[src/rtl/scu_dma_master_pkg.sv]
// scu_dma_master_pkg: FSM states, CPU register indices and CTRL/STAT bit positions for the SCU DMA initiator
package scu_dma_master_pkg;

    typedef enum logic [1:0] {
        ST_IDLE   = 2'd0,
        ST_RD_REQ = 2'd1,
        ST_WR_REQ = 2'd2
    } state_e;

    localparam int ADDR_W = 25;

    localparam logic [1:0] REG_SRC  = 2'd0;
    localparam logic [1:0] REG_DST  = 2'd1;
    localparam logic [1:0] REG_CNT  = 2'd2;
    localparam logic [1:0] REG_CTRL = 2'd3;

    localparam int CTRL_START   = 0;
    localparam int CTRL_SRC_INC = 1;
    localparam int CTRL_DST_INC = 2;
    localparam int CTRL_ABORT   = 3;
    localparam int CTRL_IRQ_CLR = 8;

    localparam int STAT_BUSY    = 0;
    localparam int STAT_DONE    = 1;
    localparam int STAT_SRC_INC = 2;
    localparam int STAT_DST_INC = 3;
    localparam int STAT_IRQ     = 4;

endpackage

[src/rtl/scu_dma_master.sv]
// scu_dma_master: block-copy DMA initiator on the SCU REQ/ACK word bus, one read then one write per word
//   CLK, RST_N (async, active-low), CE_R gates every state update, CE_F reserved
//   A/DI/DO/WR/RD   CPU register port: 0 SRC, 1 DST, 2 CNT, 3 CTRL (write) / STAT (read)
//   DMA_A/DMA_DO/DMA_DI/DMA_WR/DMA_REQ/DMA_ACK   bus initiator, request held until ACK
//   IRQ             level interrupt raised on completion, cleared by CTRL.IRQ_CLR
module scu_dma_master
    import scu_dma_master_pkg::*;
#(
    parameter int CNT_W = 20
) (
    input  logic        CLK,
    input  logic        RST_N,
    input  logic        CE_R,
    input  logic        CE_F,
    input  logic [1:0]  A,
    input  logic [31:0] DI,
    output logic [31:0] DO,
    input  logic        WR,
    input  logic        RD,
    output logic [24:0] DMA_A,
    output logic [31:0] DMA_DO,
    input  logic [31:0] DMA_DI,
    output logic        DMA_WR,
    output logic        DMA_REQ,
    input  logic        DMA_ACK,
    output logic        IRQ
);

    state_e            state_q, state_d;
    logic [ADDR_W-1:0] src_q, src_d, dst_q, dst_d;
    logic [CNT_W-1:0]  cnt_q, cnt_d;
    logic              src_inc_q, src_inc_d, dst_inc_q, dst_inc_d;
    logic              done_q, done_d, irq_q, irq_d;
    logic [31:0]       buf_q, buf_d, stat;
    logic              busy, ctrl_wr, abort, start;
    logic              unused;

    assign unused  = ^{CE_F, DI[31:27]};
    assign busy    = state_q != ST_IDLE;
    assign ctrl_wr = WR && A == REG_CTRL;
    assign abort   = ctrl_wr && DI[CTRL_ABORT];
    // ABORT in the same write as START takes priority
    assign start   = ctrl_wr && DI[CTRL_START] && !DI[CTRL_ABORT];

    always_comb begin
        state_d   = state_q;
        src_d     = src_q;
        dst_d     = dst_q;
        cnt_d     = cnt_q;
        src_inc_d = src_inc_q;
        dst_inc_d = dst_inc_q;
        done_d    = done_q;
        irq_d     = irq_q;
        buf_d     = buf_q;
        // transfer parameters are frozen while a copy is running
        if (WR && !busy) begin
            if (A == REG_SRC) src_d = DI[ADDR_W+1:2];
            if (A == REG_DST) dst_d = DI[ADDR_W+1:2];
            if (A == REG_CNT) cnt_d = DI[CNT_W-1:0];
            if (A == REG_CTRL) begin
                src_inc_d = DI[CTRL_SRC_INC];
                dst_inc_d = DI[CTRL_DST_INC];
            end
        end
        // clear first so a completion on the same edge overrides it
        if (ctrl_wr && DI[CTRL_IRQ_CLR]) irq_d = 1'b0;
        if (abort) begin
            state_d = ST_IDLE;
        end else begin
            case (state_q)
                ST_IDLE: begin
                    if (start) begin
                        state_d = cnt_q != '0 ? ST_RD_REQ : ST_IDLE;
                        done_d  = cnt_q == '0;
                        irq_d   = cnt_q == '0;
                    end
                end
                ST_RD_REQ: begin
                    if (DMA_ACK) begin
                        buf_d   = DMA_DI;
                        state_d = ST_WR_REQ;
                    end
                end
                ST_WR_REQ: begin
                    if (DMA_ACK) begin
                        cnt_d = cnt_q != '0 ? cnt_q - CNT_W'(1) : '0;
                        src_d = src_q + ADDR_W'(src_inc_q);
                        dst_d = dst_q + ADDR_W'(dst_inc_q);
                        if (cnt_q <= CNT_W'(1)) begin
                            state_d = ST_IDLE;
                            done_d  = 1'b1;
                            irq_d   = 1'b1;
                        end else begin
                            state_d = ST_RD_REQ;
                        end
                    end
                end
                default: state_d = ST_IDLE;
            endcase
        end
    end

    always_ff @(posedge CLK or negedge RST_N) begin
        if (!RST_N) begin
            state_q   <= ST_IDLE;
            src_q     <= '0;
            dst_q     <= '0;
            cnt_q     <= '0;
            src_inc_q <= 1'b0;
            dst_inc_q <= 1'b0;
            done_q    <= 1'b0;
            irq_q     <= 1'b0;
            buf_q     <= '0;
        end else if (CE_R) begin
            state_q   <= state_d;
            src_q     <= src_d;
            dst_q     <= dst_d;
            cnt_q     <= cnt_d;
            src_inc_q <= src_inc_d;
            dst_inc_q <= dst_inc_d;
            done_q    <= done_d;
            irq_q     <= irq_d;
            buf_q     <= buf_d;
        end
    end

    always_comb begin
        stat               = '0;
        stat[STAT_BUSY]    = busy;
        stat[STAT_DONE]    = done_q;
        stat[STAT_SRC_INC] = src_inc_q;
        stat[STAT_DST_INC] = dst_inc_q;
        stat[STAT_IRQ]     = irq_q;
    end

    assign DO = !RD             ? 32'h0 :
                A == REG_SRC    ? {5'b0, src_q, 2'b0} :
                A == REG_DST    ? {5'b0, dst_q, 2'b0} :
                A == REG_CNT    ? 32'(cnt_q) : stat;

    assign DMA_REQ = busy;
    assign DMA_WR  = state_q == ST_WR_REQ;
    assign DMA_A   = state_q == ST_RD_REQ ? src_q : DMA_WR ? dst_q : '0;
    assign DMA_DO  = DMA_WR ? buf_q : '0;
    assign IRQ     = irq_q;

endmodule

[config.mk]
export PLATFORM = sky130hd
export DESIGN_NAME = scu_dma_master
export DESIGN_NICKNAME = d
export VERILOG_FILES = /design/src/rtl/scu_dma_master_pkg.sv /design/src/rtl/scu_dma_master.sv
export SDC_FILE = /design/constraint.sdc
export NUM_CORES = 1
export LEC_CHECK = 0
export BUFFER_PORTS_ARGS = -buffer_cell sky130_fd_sc_hd__buf_2
export CAP_MARGIN = 20
export CORE_MARGIN = 3
export CORE_UTILIZATION = 30
export CTS_BUF_LIST = sky130_fd_sc_hd__clkbuf_8 sky130_fd_sc_hd__clkbuf_16
export DETAILED_ROUTE_END_ITERATION = 6
export GPL_TIMING_DRIVEN = 1
export MAX_ROUTING_LAYER = met4
export SLEW_MARGIN = 40
export SYNTH_ARGS = -nofsm -noshare
export SYNTH_HDL_FRONTEND = slang
export SYNTH_SLANG_ARGS = --single-unit
[constraint.sdc]
create_clock -name CLK -period 2.3 [get_ports CLK]
set_input_delay 0.46 -clock CLK [delete_from_list [all_inputs] [get_ports CLK]]
set_output_delay 0.46 -clock CLK [all_outputs]
set_load 0.01 [all_outputs]
# Word-level counts from Yosys, hierarchy flattened
# Cells that the tools add are included.
# totals
ff_bits	108
out_inout_bits	92
# classes
n_reduce_logical	18
n_mux	40
eq_ne	11
addsub	3
order_cmp	1
n_bitwise	1
# op_table
op	count
$mux W25	12
$mux W20	7
$mux W27	3
$add A25 B1 Y25	2
$mux W32	1
$le A20 B1 Y1 const B	1
$logic_not A20 Y1	1
$reduce_bool A20 Y1	1
$sub A20 B1 Y20 const B	1
$mux W1	10
$mux W2	4
$reduce_and A4 Y1	2
$eq A2 B2 Y1 const B	3
$logic_and A1 B1 Y1	6
$ne A3 B3 Y1 const B	2
$pmux W2 S3	1
$reduce_and A6 Y1	1
$eq A2 B1 Y1 const B	2
$logic_not A2 Y1	2
$ne A2 B1 Y1 const B	2
$pmux W1 S2	2
$reduce_bool A2 Y1	2
$ne A3 B1 Y1 const B	1
$reduce_and A3 Y1	1
other kinds (3)	4

# Longest topological paths before layout
# depth
depth_word	8
ltp_mapped	10
ltp_nobuf	7

# Least setup slack after synthesis
# No wires, ideal clock.
# synth_timing
kind	input to output
startpoint	in A[0]
endpoint	out DO[0]
t_arrival_ps	1822
stages	6
required_time_ps	1840
slack_ps	18
cell_sequence	buf_2 > buf_2 > buf_2 > buf_2 > nor2_1 > a211oi_1
# synth_via
elab_chain_len	5
# synth_rtl
item	line_no	source
from (decl)	scu_dma_master.sv:15	input logic [1:0] A,
$eq A2 B2 Y1	scu_dma_master.sv:139	A == REG_CNT ? 32'(cnt_q) : stat;
$mux W20	scu_dma_master.sv:139	
$mux W27	scu_dma_master.sv:138	A == REG_DST ? {5'b0, dst_q, 2'b0} :
$mux W27 (*)	scu_dma_master.sv:137	A == REG_SRC ? {5'b0, src_q, 2'b0} :
$mux W27 (*)	scu_dma_master.sv:136	assign DO = !RD ? 32'h0 :
to (decl)	scu_dma_master.sv:17	output logic [31:0] DO,
# Mark *: on every way between the ends. The rest lies on a longest branch, timed or not.

# Final worst setup path
# layout_timing
startpoint	reg state_q[0]
endpoint	out DMA_A[11]
# layout_via
elab_chain_len	3
# layout_rtl
item	line_no	source
from (decl)	scu_dma_master.sv:29	state_e state_q, state_d;
from (signal assigned)	scu_dma_master.sv:115	state_q <= state_d;
$eq A2 B2 Y1	scu_dma_master.sv:142	assign DMA_WR = state_q == ST_WR_REQ;
$mux W25	scu_dma_master.sv:143	assign DMA_A = state_q == ST_RD_REQ ? src_q : DMA_WR ? dst_q : '0;
$mux W25 (*)	scu_dma_master.sv:143	
to (decl)	scu_dma_master.sv:20	output logic [24:0] DMA_A,
# Marks and branches as above.

==> results_dict.tcl <==
set metrics [dict create \
    status "finished clean" \
    crit_arrival_ns 1.81 \
    slowest_stage "dfrtp_1" \
    cp_data_required_time_ns 1.84 \
    power_density_nw_per_um2 956 \
    post_drt_wl_per_cell_um 19.5 \
    wl_mm 25.6 \
    first_pass_iters 5 \
    end_kind "output port" \
    finalCriticalPeriod_ns 2.27 \
    avgSynthCellArea_um2 8.92 \
    viasPerCell 5.53 \
    synth_warnings 0 \
    dieArea_um2 25900 \
    slowest_delay_ns 0.56 \
    fin_nets 1064 \
    hp-class "input port to async pin" \
    worst_skew_pair.late_latency_ns 0.36 \
    worstPathMaxFanout 11 \
    setup_slack_ns 0.0259 \
    ios 165 \
    max_freq_ghz 0.440 \
    fillers 2503 \
    grt_max_degree 46 \
    crit_end "DMA_A[11]" \
    rows 56 \
    fp.coreArea_um2 23500 \
    cts_tree "done" \
    ant_nets 0 \
    yosysUniqueCellTypes 68 \
    maxCapViolCount 0 \
    slew_viol_final 0 \
    r2r_start "cnt_q[1]" \
    areaGrowthSynthToFinish_pct 26.0 \
    rsz0062_at_grt "no" \
    crit_type "flip-flop to output port" \
    cts_root_buf "clkbuf_16" \
    reg2reg_to "cnt_q[10]" \
    ys_ff_latch 108 \
    relSlewSlack_pct 63.3 \
    final_common_cell "buf_2" \
    path_clk_slew_ns 0.08 \
    ir_drop_uv 567 \
    cts_buffer_depth 2 \
    synthFlopType "dfrtp_1" \
    numClockSinks 108 \
    netlist_area_um2 7190 \
    numPortBuffers 153 \
    cp-start-kind "flip-flop" \
    drc 0 \
    synthArstFlopShare_pct 100 \
    die_y_um 161 \
    critical_path.cell_chain "nor2b_4, buf_4, a22o_1, buf_2" \
    cts_buffers 9 \
    grt_use_total_pct 20.3 \
    drt_iter0_markers 699 \
    vias 7229 \
    grt_pass1_vias 6954 \
    p_leak_nw 4.08 \
    synth_edf_count 0 \
    reg2reg_slack_ns 0.16 \
    worstMarginPinSlew_ns 0.550 \
    r2r_cells 7 \
    synth_cells 806 \
    startpoint "state_q[0]" \
    skew_ns 0.0106 \
    gp_congestion 0.908 \
    grt_pass1_wl_mm 40.4 \
    start_util_pct 30.5 \
    htreeDepth 3 \
    setup_viol 0 \
    final_cell_mix "buf_2, dfrtp_1, a21oi_1, buf_4" \
    antenna_found_initial 0 \
    overflow 0 \
    cts_hold_buffers 0 \
    die_w_um 161 \
    drive_gt1_share_pct 32.0 \
    dp_hpwl_mm 19.2 \
    pre_cts_ws_ns 0.0551 \
    yosysSeqAreaShare_pct 37.6 \
    hold_violations 0 \
    fin_crit_sh_pct 98.9 \
    n_antenna_cell 0 \
    setup_tns_ns 0 \
]
[synth_stat cells, types with 17 or more instances]
master	count	share of area, %
nand2_1	47	2.5
a22o_1	28	3.4
mux2i_1	30	4.2
inv_1	18	0.94
o22ai_1	27	2.3
mux2_2	34	5.3
o21ai_0	40	2.8
dfrtp_1	108	38
clkbuf_1	40	2.1
nand3_1	29	2.0
and2_1	54	4.7
buf_2	17	1.2
nor3_1	26	1.8
a21oi_1	75	5.2
nor2_1	56	2.9
[flip-flops by register name (all words and copies together) (netlist names)]
| signal | count |
|---|---|
| buf_q | 32 |
| dst_q | 25 |
| src_q | 25 |
| cnt_q | 20 |
| state_q | 2 |
| IRQ | 1 |
| done_q | 1 |
| dst_inc_q | 1 |
| src_inc_q | 1 |
[through the flow]
stage / total power, mW / cells / hold slack [ns] / utilization, % / area (µm²)
2_1_floorplan: 5.56 / 810 / 0.164 / - / 7200
3_3_place_gp: 6.90 / 1291 / 0.467 / 37.0 / 8710
3_5_place_dp: 6.98 / 1291 / 0.475 / 37.0 / 8710
4_1_cts: 8.65 / 1307 / 0.0939 / 38.3 / 9030
5_1_grt: 9.31 / 1308 / 0.0961 / 38.5 / 9060
6_report: 8.66 / 1308 / 0.0770 / 38.5 / 9060
[worst min path at each step]
stage,from,endpoint,slack (ns),depth (start not counted)
finish,RST_N,src_q[18],0.08,1
detailed placement,RST_N,src_q[18],0.48,1
global route,RST_N,src_q[18],0.1,1
global placement,RST_N,src_q[18],0.47,1
floorplan,RST_N,IRQ,0.16,0
CTS,RST_N,src_q[8],0.09,1
[logic make-up (layout without fill, tap and decap cells)]
family          after synthesis  after routing  synth area share, %
buf+inv                      89            268                 5.52
compound gates              251            251                 23.2
mux                          67             67                 10.4
other cells                   1              5               0.0522
simple gates                281            281                 21.7
fa+ha+maj                     7              7                 1.22
flops                       108            108                 37.6
xor+xnor                      2              2                0.244
[worst max-delay path: cells and delay by family, from the launching register on]
family	cells	cell delay [ns]
flip-flops	1	0.56
AO/OA/AOI/OAI	1	0.18
buffers and inverters	2	0.38
AND/OR/NAND/NOR	1	0.32
[area by class of cell]
| cell class | count | area, µm² | area share (%) |
|---|---|---|---|
| clock inverter | 7 | 75.1 | 0.829 |
| tap | 319 | 399 | 4.41 |
| timing repair buffer | 233 | 1440 | 15.9 |
| multi-input combinational | 613 | 4140 | 45.7 |
| clock buffer | 9 | 225 | 2.49 |
| sequential | 108 | 2700 | 29.9 |
| inverter | 19 | 71.3 | 0.788 |
[where the power goes]
group,internal [mW],total [mW],switching (mW)
Clock,0.855,1.64,0.782
Sequential,2.68,3.56,0.877
Combinational,1.60,3.46,1.86
Total,5.14,8.66,3.52
[metal layers]
layer | track usage, % | vias up | share of wire [%]
li1 | - | 3365 | -
met1 | 28.2 | 3483 | 44
met2 | 30.9 | 348 | 46
met3 | 3.12 | 33 | 7.8
met4 | 5.59 | 0 | 2.5
met5 | - | - | 0
[what timing repair did]
action                     CTS  global route
setup buffers                0             1
setup endpoints to repair   57            65
pin swaps                    0             0
resized for setup            3             6
hold endpoints to repair     0             0
(Power assumes the default switching activity.)
